### src/rtl/seq_alu_if.sv
// Request/response bundle between the datapath controller and seq_alu.
// The controller side uses the master modport and the ALU uses the slave modport.
interface seq_alu_if #(
  parameter int WIDTH = 32
);
  logic             start;
  logic [2:0]       sl;
  logic [WIDTH-1:0] ain;
  logic [WIDTH-1:0] bin;
  logic             busy;
  logic             done;
  logic [WIDTH-1:0] alu_out;
  logic             zero;
  logic             ovf;
  logic             div0;

  modport master (
    output start, sl, ain, bin,
    input  busy, done, alu_out, zero, ovf, div0
  );

  modport slave (
    input  start, sl, ain, bin,
    output busy, done, alu_out, zero, ovf, div0
  );
endinterface

### src/rtl/seq_alu.sv
// Multi-cycle ALU with a start/busy/done handshake.
// Single-cycle ops: add, sub, and, or, xor and slt. Iterative ops: mul (shift-add)
// and divu (restoring), each taking one bit per cycle. All outputs are registered.
// The result and its flags change only on a done edge or on reset.
module seq_alu #(
  parameter int WIDTH = 32
) (
  input  logic      clk,
  input  logic      rst,
  seq_alu_if.slave  bus
);

  localparam int CW = $clog2(WIDTH + 1);

  typedef enum logic {IDLE, ITER} state_t;

  state_t           r_state,  w_state_nxt;
  logic [CW-1:0]    r_cnt,    w_cnt_nxt;
  logic             r_is_div, w_is_div_nxt;
  logic [WIDTH-1:0] r_a,      w_a_nxt;     // multiplier (mul) / dividend->quotient (divu)
  logic [WIDTH-1:0] r_b,      w_b_nxt;     // multiplicand (mul) / divisor (divu)
  logic [WIDTH-1:0] r_acc,    w_acc_nxt;   // partial product (mul) / remainder (divu)
  logic             r_busy,   w_busy_nxt;
  logic             r_done,   w_done_nxt;
  logic [WIDTH-1:0] r_alu_out, w_alu_out_nxt;
  logic             r_zero,   w_zero_nxt;
  logic             r_ovf,    w_ovf_nxt;
  logic             r_div0,   w_div0_nxt;

  logic [WIDTH-1:0] w_sum;
  logic [WIDTH-1:0] w_diff;
  logic             w_slt;
  logic [WIDTH-1:0] w_fast_res;
  logic             w_fast_ovf;

  logic [WIDTH-1:0] w_mul_acc;
  logic [WIDTH:0]   w_shift;
  logic             w_ge;
  logic [WIDTH-1:0] w_div_rem;
  logic [WIDTH-1:0] w_quo;
  logic [WIDTH-1:0] w_iter_res;

  // Single-cycle result and overflow, computed directly from the request operands.
  always_comb begin
    w_sum      = bus.ain + bus.bin;
    w_diff     = bus.ain - bus.bin;
    w_slt      = $signed(bus.ain) < $signed(bus.bin);
    w_fast_res = '0;
    w_fast_ovf = 1'b0;
    case (bus.sl)
      3'b000: begin
        w_fast_res = w_sum;
        w_fast_ovf = (bus.ain[WIDTH-1] == bus.bin[WIDTH-1]) &&
                     (w_sum[WIDTH-1] != bus.ain[WIDTH-1]);
      end
      3'b001: begin
        w_fast_res = w_diff;
        w_fast_ovf = (bus.ain[WIDTH-1] != bus.bin[WIDTH-1]) &&
                     (w_diff[WIDTH-1] != bus.ain[WIDTH-1]);
      end
      3'b010:  w_fast_res = bus.ain & bus.bin;
      3'b011:  w_fast_res = bus.ain | bus.bin;
      3'b100:  w_fast_res = bus.ain ^ bus.bin;
      3'b101:  w_fast_res = WIDTH'(w_slt);
      default: w_fast_res = '0;
    endcase
  end

  // One iteration step of the shift-add multiplier and the restoring divider.
  // The divider compares with one extra bit so that the shifted remainder never wraps.
  // With a zero divisor every trial succeeds, so the quotient becomes all ones.
  always_comb begin
    w_mul_acc  = r_a[0] ? (r_acc + r_b) : r_acc;
    w_shift    = {r_acc, r_a[WIDTH-1]};
    w_ge       = (w_shift >= {1'b0, r_b});
    w_div_rem  = w_ge ? (w_shift[WIDTH-1:0] - r_b) : w_shift[WIDTH-1:0];
    w_quo      = {r_a[WIDTH-2:0], w_ge};
    w_iter_res = r_is_div ? w_quo : w_mul_acc;
  end

  // Next-state and next-output logic; every register holds its value unless updated.
  always_comb begin
    w_state_nxt   = r_state;
    w_cnt_nxt     = r_cnt;
    w_is_div_nxt  = r_is_div;
    w_a_nxt       = r_a;
    w_b_nxt       = r_b;
    w_acc_nxt     = r_acc;
    w_busy_nxt    = r_busy;
    w_done_nxt    = 1'b0;
    w_alu_out_nxt = r_alu_out;
    w_zero_nxt    = r_zero;
    w_ovf_nxt     = r_ovf;
    w_div0_nxt    = r_div0;
    case (r_state)
      IDLE: begin
        if (bus.start) begin
          if (bus.sl[2:1] == 2'b11) begin
            w_is_div_nxt = bus.sl[0];
            w_a_nxt      = bus.ain;
            w_b_nxt      = bus.bin;
            w_acc_nxt    = '0;
            w_cnt_nxt    = CW'(WIDTH);
            w_busy_nxt   = 1'b1;
            w_state_nxt  = ITER;
          end else begin
            w_alu_out_nxt = w_fast_res;
            w_zero_nxt    = (w_fast_res == '0);
            w_ovf_nxt     = w_fast_ovf;
            w_div0_nxt    = 1'b0;
            w_done_nxt    = 1'b1;
          end
        end
      end
      ITER: begin
        w_a_nxt   = r_is_div ? w_quo : (r_a >> 1);
        w_b_nxt   = r_is_div ? r_b : (r_b << 1);
        w_acc_nxt = r_is_div ? w_div_rem : w_mul_acc;
        w_cnt_nxt = r_cnt - CW'(1);
        if (r_cnt == CW'(1)) begin
          w_alu_out_nxt = w_iter_res;
          w_zero_nxt    = (w_iter_res == '0);
          w_ovf_nxt     = 1'b0;
          w_div0_nxt    = r_is_div && (r_b == '0);
          w_done_nxt    = 1'b1;
          w_busy_nxt    = 1'b0;
          w_state_nxt   = IDLE;
        end
      end
      default: w_state_nxt = IDLE;
    endcase
  end

  // State, datapath and output registers; a synchronous reset aborts any operation in flight.
  always_ff @(posedge clk) begin
    if (rst) begin
      r_state   <= IDLE;
      r_cnt     <= '0;
      r_is_div  <= 1'b0;
      r_a       <= '0;
      r_b       <= '0;
      r_acc     <= '0;
      r_busy    <= 1'b0;
      r_done    <= 1'b0;
      r_alu_out <= '0;
      r_zero    <= 1'b1;
      r_ovf     <= 1'b0;
      r_div0    <= 1'b0;
    end else begin
      r_state   <= w_state_nxt;
      r_cnt     <= w_cnt_nxt;
      r_is_div  <= w_is_div_nxt;
      r_a       <= w_a_nxt;
      r_b       <= w_b_nxt;
      r_acc     <= w_acc_nxt;
      r_busy    <= w_busy_nxt;
      r_done    <= w_done_nxt;
      r_alu_out <= w_alu_out_nxt;
      r_zero    <= w_zero_nxt;
      r_ovf     <= w_ovf_nxt;
      r_div0    <= w_div0_nxt;
    end
  end

  assign bus.busy    = r_busy;
  assign bus.done    = r_done;
  assign bus.alu_out = r_alu_out;
  assign bus.zero    = r_zero;
  assign bus.ovf     = r_ovf;
  assign bus.div0    = r_div0;

endmodule

### src/flat_wrapper.sv
// flat-port wrapper written by rule: the top's interface ports become plain ports
module seq_alu_flat 
#(
  parameter int WIDTH = 32
)
  (clk, rst, bus_start, bus_sl, bus_ain, bus_bin, bus_busy, bus_done, bus_alu_out, bus_zero, bus_ovf, bus_div0);
  seq_alu_if #(.WIDTH(WIDTH)) bus_i ();
  input  logic clk;
  input  logic rst;
  input wire logic [$bits(bus_i.start)-1:0] bus_start;
  input wire logic [$bits(bus_i.sl)-1:0] bus_sl;
  input wire logic [$bits(bus_i.ain)-1:0] bus_ain;
  input wire logic [$bits(bus_i.bin)-1:0] bus_bin;
  output wire logic [$bits(bus_i.busy)-1:0] bus_busy;
  output wire logic [$bits(bus_i.done)-1:0] bus_done;
  output wire logic [$bits(bus_i.alu_out)-1:0] bus_alu_out;
  output wire logic [$bits(bus_i.zero)-1:0] bus_zero;
  output wire logic [$bits(bus_i.ovf)-1:0] bus_ovf;
  output wire logic [$bits(bus_i.div0)-1:0] bus_div0;
  assign bus_i.start = bus_start;
  assign bus_i.sl = bus_sl;
  assign bus_i.ain = bus_ain;
  assign bus_i.bin = bus_bin;
  assign bus_busy = bus_i.busy;
  assign bus_done = bus_i.done;
  assign bus_alu_out = bus_i.alu_out;
  assign bus_zero = bus_i.zero;
  assign bus_ovf = bus_i.ovf;
  assign bus_div0 = bus_i.div0;
  seq_alu #(.WIDTH(WIDTH)) u_core (.clk(clk), .rst(rst), .bus(bus_i));
endmodule
### config.mk
export PLATFORM = sky130hd
export DESIGN_NAME = seq_alu_flat
export DESIGN_NICKNAME = d
export VERILOG_FILES = /design/src/rtl/seq_alu_if.sv /design/src/rtl/seq_alu.sv /design/src/flat_wrapper.sv
export SDC_FILE = /design/constraint.sdc
export NUM_CORES = 1
export LEC_CHECK = 0
export CAP_MARGIN = 15
export CELL_PAD_IN_SITES_DETAIL_PLACEMENT = 1
export CELL_PAD_IN_SITES_GLOBAL_PLACEMENT = 1
export CORE_MARGIN = 1
export CORE_UTILIZATION = 45
export CTS_BUF_LIST = sky130_fd_sc_hd__clkbuf_8
export DETAILED_ROUTE_END_ITERATION = 8
export DONT_BUFFER_PORTS = 1
export HOLD_SLACK_MARGIN = 0.12
export PLACE_DENSITY = 0.9
export SLEW_MARGIN = 20
export SYNTH_ARGS = -nofsm -noshare
export SYNTH_HDL_FRONTEND = slang
export SYNTH_SLANG_ARGS = --single-unit
### constraint.sdc
create_clock -name clk -period 3.9 [get_ports clk]
set_clock_uncertainty 0.2 [all_clocks]
set_input_delay 0.78 -clock clk [delete_from_list [all_inputs] [get_ports clk]]
set_output_delay 0.78 -clock clk [all_outputs]
set_load 0.01 [all_outputs]
==> PnR_summary.wiki, run 1 <==
{| class="wikitable"
! Metric !! Value
|-
| Post-synthesis cell count || 2285
|-
| Die extent in y || 194 um
|-
| Part of the Yosys area used for sequential elements || 0.171
|-
| Cells taking the most area after synthesis || sky130_fd_sc_hd__dfxtp_1, sky130_fd_sc_hd__ha_1, sky130_fd_sc_hd__a21oi_1
|-
| Maximum number of pins on one net before global-route repair || 119
|-
| Hold bufs inserted after CTS || 0
|-
| Placer's final routability congestion estimate || 1.09
|-
| Number of enable-type register cells in the synthesized netlist || 0
|-
| Half-perimeter wire length after placement || 67700 um
|-
| Average cell area after synthesis || 7.24 sq um
|-
| Run status || did not finish
|-
| Number of buffers inserted during clock tree synthesis || 17
|-
| Instance area after placement || 19100 sq um
|-
| Horizontal die dimension || 194 um
|-
| Starting Density || 0.462
|-
| Num rows || 69
|-
| I/O pin total || 107
|-
| Post-Place Setup Slack || -1.08 ns
|-
| CTS Root Buffer Type || sky130_fd_sc_hd__clkbuf_8
|-
| CTS Sinks || 141
|-
| Buffers on Ports || 0
|-
| Distinct cell type count after synthesis || 91
|-
| Post-synth top area cell || sky130_fd_sc_hd__dfxtp_1
|-
| List of most frequent post-synthesis cells || sky130_fd_sc_hd__nor2_1, sky130_fd_sc_hd__a21oi_1, sky130_fd_sc_hd__ha_1
|-
| Primary FF master, synth || sky130_fd_sc_hd__dfxtp_1
|-
| Number of nets produced by synthesis || 2527
|-
| Global Route Usage Sum || 0.804
|-
| Number of synthesis warnings || 0
|-
| Tool error || [ERROR GRT-0232] Routing congestion too high. Check the congestion heatmap in the GUI.
|-
| Number of H-tree branching levels || 4
|-
| Flops & latches, synth || 141
|-
| Largest buffer count on any clock path || 2
|-
| Top cell type's share of synthesized area || 0.171
|-
| Share of synthesized registers carrying an async set or reset || 0
|-
| Residual overflow from global routing || 24
|-
| Post-synthesis instance area || 16500 sq um
|-
| Most used standard cell by instance count after synthesis || sky130_fd_sc_hd__nor2_1
|-
| Halt Stage || 5_1_grt
|}
## timing repair
item,in CTS
resized for setup,71
pin swaps,23
setup buffers,8
setup endpoints to repair,20
## cell families after synthesis
kind of cell / synth area share
multiplexers: 0.0462
flip-flops: 0.171
buffers and inverters: 0.0727
XOR/XNOR: 0.0365
AO/OA/AOI/OAI: 0.349
adder cells (fa/ha/maj): 0.132
AND/OR/NAND/NOR: 0.193
## layer usage
metal | track usage | overflow
met5 | 0.572 | 0
met1 | 0.782 | 2
met4 | 0.797 | 8
met3 | 0.728 | 4
met2 | 0.918 | 10
## metrics by stage
stage	util	std cells	hold slack (ns)
4_1_cts	0.556	2951	0.165
3_5_place_dp	0.533	2911	0.302
3_3_place_gp	0.533	2911	0.284
2_1_floorplan	-	2285	0.255
==> inputs of run 2 (changes only) <==
- CELL_PAD_IN_SITES_DETAIL_PLACEMENT: 1 -> default
- CELL_PAD_IN_SITES_GLOBAL_PLACEMENT: 1 -> default
- CORE_UTILIZATION: 45 -> 40
- CTS_BUF_LIST: sky130_fd_sc_hd__clkbuf_8 -> default
- HOLD_SLACK_MARGIN: 0.12 -> default
- PLACE_DENSITY: 0.9 -> default
- PLACE_DENSITY_LB_ADDON: default -> 0.15
- clock period: 3.9 -> 5.1 ns (I/O delays scaled with it)
==> run 2 against run 1 <==
Against the previous run: the flow now finishes without violations; area after synthesis unchanged; synthesized cell count unchanged.
==> PnR_summary.wiki, run 2 <==
{| class="wikitable"
! Metric !! Value
|-
| Met2 Wirelength || 30200 um
|-
| Layout Nets || 2457
|-
| Share of the cycle needed by the critical path after routing || 0.890
|-
| Residual DRC || 0
|-
| Most common cell after layout, fill and taps aside || sky130_fd_sc_hd__nor2_1
|-
| Met3 WL || 5320 um
|-
| Cells taking the most area after synthesis || sky130_fd_sc_hd__dfxtp_1, sky130_fd_sc_hd__ha_1, sky130_fd_sc_hd__a21oi_1 (unchanged)
|-
| Mean routed wirelength per cell || 24.9 um
|-
| DRC marker count from the first detailed-route iteration || 2009
|-
| Number of enable-type register cells in the synthesized netlist || 0 (unchanged)
|-
| Source of the critical timing path || bus_bin[8]
|-
| Average cell area after synthesis || 7.24 sq um (unchanged)
|-
| Number of H-tree branching levels || 4 (unchanged)
|-
| Clock Latency Late Sink || 0.45 ns
|-
| Reg2reg setup slack || 0.58 ns
|-
| Hold bufs inserted after CTS || 0 (unchanged)
|-
| Maximum number of pins on one net before global-route repair || 119
|-
| Non-filler instance count after layout || 2760
|-
| Fillers || 4190
|-
| Class of the most critical setup path || in2reg
|-
| Routed Wire Length || 68800 um
|-
| Final Slew Violations || 0
|-
| Starting Density || 0.405 (was 0.462)
|-
| Critical path fanouts, max || 6
|-
| Slowest stage cell, crit path || sky130_fd_sc_hd__a2111oi_0
|-
| Clock edge transition at the registers on the reported setup and hold paths || 0.06 ns
|-
| Beginning of the worst register-to-register path || u_core.r_b[0]
|-
| Finished Cell Area || 17800 sq um
|-
| DRT met1 WL || 31200 um
|-
| Number of antenna violations at the first check in global routing || 0
|-
| CTS Root Buffer Type || sky130_fd_sc_hd__clkbuf_16 (was sky130_fd_sc_hd__clkbuf_8)
|-
| TritonCTS clock tree || yes
|-
| Number of maximum-capacitance violations || 0
|-
| Via count of the first global-routing pass || 16941
|-
| Post-layout util || 0.436
|-
| Highest routed layer || met4
|-
| Placer's final routability congestion estimate || 0.932 (was 1.09)
|-
| Slew headroom || 0.235
|-
| Kind of cell adding the most delay to the critical path || compound AO/OA/AOI/OAI gates
|-
| Post-synth top area cell || sky130_fd_sc_hd__dfxtp_1 (unchanged)
|-
| Most used standard cell by instance count after synthesis || sky130_fd_sc_hd__nor2_1 (unchanged)
|-
| Critical path capture point || u_core.bus.zero
|-
| Primary FF master, synth || sky130_fd_sc_hd__dfxtp_1 (unchanged)
|-
| Slew @ Worst Pin || 1.15 ns
|-
| Worst reg2reg path endpoint || u_core.bus.zero
|-
| Slowest cell delay on critical path || 0.48 ns
|-
| Tmin final || 4.54 ns
|-
| Critical Path Stages || 15
|-
| Final setup fails || 0
|-
| Final hold violation count || 0
|-
| I/O pin total || 107 (unchanged)
|-
| Diode insertion count for antenna repair || 0
|-
| Buffers on Ports || 0 (unchanged)
|-
| Run status || finished clean (was did not finish)
|-
| Layout cells sized above 1 || 0.0723
|-
| Register-to-Register Path Depth || 14
|-
| Leak Pwr || 0.00730 uW
|-
| Commonest non-fill, non-tap cells in the layout || sky130_fd_sc_hd__nor2_1, sky130_fd_sc_hd__a21oi_1, sky130_fd_sc_hd__ha_1
|-
| Post-synthesis cell count || 2285 (unchanged)
|-
| Critical Path End Type || flop
|-
| Number of buffers inserted during clock tree synthesis || 17 (unchanged)
|-
| DIE AREA || 42200 sq um
|-
| Residual overflow from global routing || 0
|-
| Share of synthesized registers carrying an async set or reset || 0 (unchanged)
|-
| Area growth from synthesis to final layout || 7.55%
|-
| Hold Startpoint || u_core.bus.alu_out[29]
|-
| Most frequent CP cell || sky130_fd_sc_hd__a21oi_1
|-
| Required time worst endpoint || 5.29 ns
|-
| Total instance count after detailed placement || 2728 (was 2911)
|-
| CTS Sinks || 141 (unchanged)
|-
| Maximum clock frequency || 0.220 GHz
|-
| Floorplan Core Area || 40800 sq um
|-
| Global Route Usage Sum || 0.323
|-
| Remaining antenna violation count after routing || 0
|-
| Vias post-DR || 17928
|-
| Cells along the critical path || inv_1 -> ha_1 -> buf_4 -> a21oi_1 -> o21bai_1 -> or3_1 -> or2_2 -> a21oi_1 -> o311a_1 -> o21ai_0 -> a2111oi_0 -> nand4b_1 -> nor4_1 -> nand4_1 -> o21ai_1
|-
| Flops & latches, synth || 141 (unchanged)
|-
| Number of post-CTS setup repair buffers || 0 (was 8)
|-
| Instance area after placement || 17200 sq um (was 19100 sq um)
|-
| Power density over the cells || 235 nW/um^2
|-
| Worst setup margin || 0.561 ns
|-
| Number of iterations in the first detailed-routing pass || 7
|-
| Die extent in y || 205 um (was 194 um)
|-
| Part of the Yosys area used for sequential elements || 0.171 (unchanged)
|-
| Number of nets produced by synthesis || 2527 (unchanged)
|-
| Post-Place Setup Slack || 0.190 ns (was -1.08 ns)
|-
| Multi-input combinational cell area || 12600 sq um
|-
| Number of gates given a new drive strength after cts || 0 (was 71)
|-
| Unrepaired setup endpoints after global routing || false
|-
| Sequential cell area in the final layout || 2830 sq um
|-
| Post-synthesis instance area || 16500 sq um (unchanged)
|-
| Detailed-route vias per instance || 6.50
|-
| Type of origin of the critical path || input pin
|-
| Horizontal die dimension || 205 um (was 194 um)
|-
| Hold Path Class || reg2reg
|-
| Max IR drop VDD || 0.270 mV
|-
| List of most frequent post-synthesis cells || sky130_fd_sc_hd__nor2_1, sky130_fd_sc_hd__a21oi_1, sky130_fd_sc_hd__ha_1 (unchanged)
|-
| Num rows || 74 (was 69)
|-
| WP data arrival || 4.72 ns
|-
| Largest buffer count on any clock path || 2 (unchanged)
|-
| Total negative setup slack || 0 ns
|-
| Number of buffer and inverter stages on the critical path || 2
|-
| Number of synthesis warnings || 0 (unchanged)
|-
| Top cell type's share of synthesized area || 0.171 (unchanged)
|-
| Half-perimeter wire length after placement || 53500 um (was 67700 um)
|-
| Wire length of the first global-routing pass || 104000 um
|-
| Distinct cell type count after synthesis || 91 (unchanged)
|}
## run 2: cell counts after synthesis
Identical to the previous run, type by type.
## run 2: per-layer routing
layer | vias to the layer above | track usage
met5 | - | 0
met4 | 0 | 0.110
met3 | 131 | 0.0488
met2 | 802 | 0.503
met1 | 8627 | 0.451
li1 | 8368 | -
## run 2: final cells by class
cell class,instances,share of cell area
Multi-Input combinational cell,1828,0.707
Sequential cell,141,0.159
Tap cell,532,0.0374
Inverter,164,0.0346
Clock buffer,23,0.0269
Timing Repair Buffer,63,0.0266
Clock inverter,9,0.00886
## run 2: cells by family after synthesis
family / synth area share
xor gates and xnor gates: 0.0365
and+or+nand+nor: 0.193
buffers and inverters: 0.0727
DFF: 0.171
AOI/OAI and AO/OA: 0.349
adders and majority gates: 0.132
muxes: 0.0462
## run 2: worst min path at each step
stage | endpoint | slack, ns | cells past startpoint
finish | u_core.bus.alu_out[29] | 0.29 | 2
global route | u_core.bus.alu_out[29] | 0.30 | 2
CTS | u_core.bus.alu_out[29] | 0.29 | 2
detailed placement | u_core.bus.alu_out[29] | 0.28 | 2
global placement | u_core.bus.alu_out[29] | 0.28 | 2
floorplan | u_core.r_a[31] | 0.26 | 2
## run 2: stage by stage
step	power [uW]	hold WS, ns
4_1_cts	4160	0.293
3_3_place_gp	2760	0.279
6_report	4180	0.291
3_5_place_dp	2760	0.285
5_1_grt	4370	0.303
2_1_floorplan	2320	0.255
## run 2: worst reg2reg max path, delay by kind of cell, from the launching register on
family	cells	cell delay [ns]
AO/OA/AOI/OAI	6	1.65
XOR/XNOR	1	0.18
adder cells (fa/ha/maj)	2	0.69
flip-flops	1	0.34
AND/OR/NAND/NOR	5	1.39
## run 2: power breakdown
part,total [uW],switching (uW),internal (uW)
Clock,1400,539,860
Sequential,1280,115,1160
Combinational,1500,947,551
Total,4180,1600,2580
No activity file was read; power rests on OpenSTA's default activity.
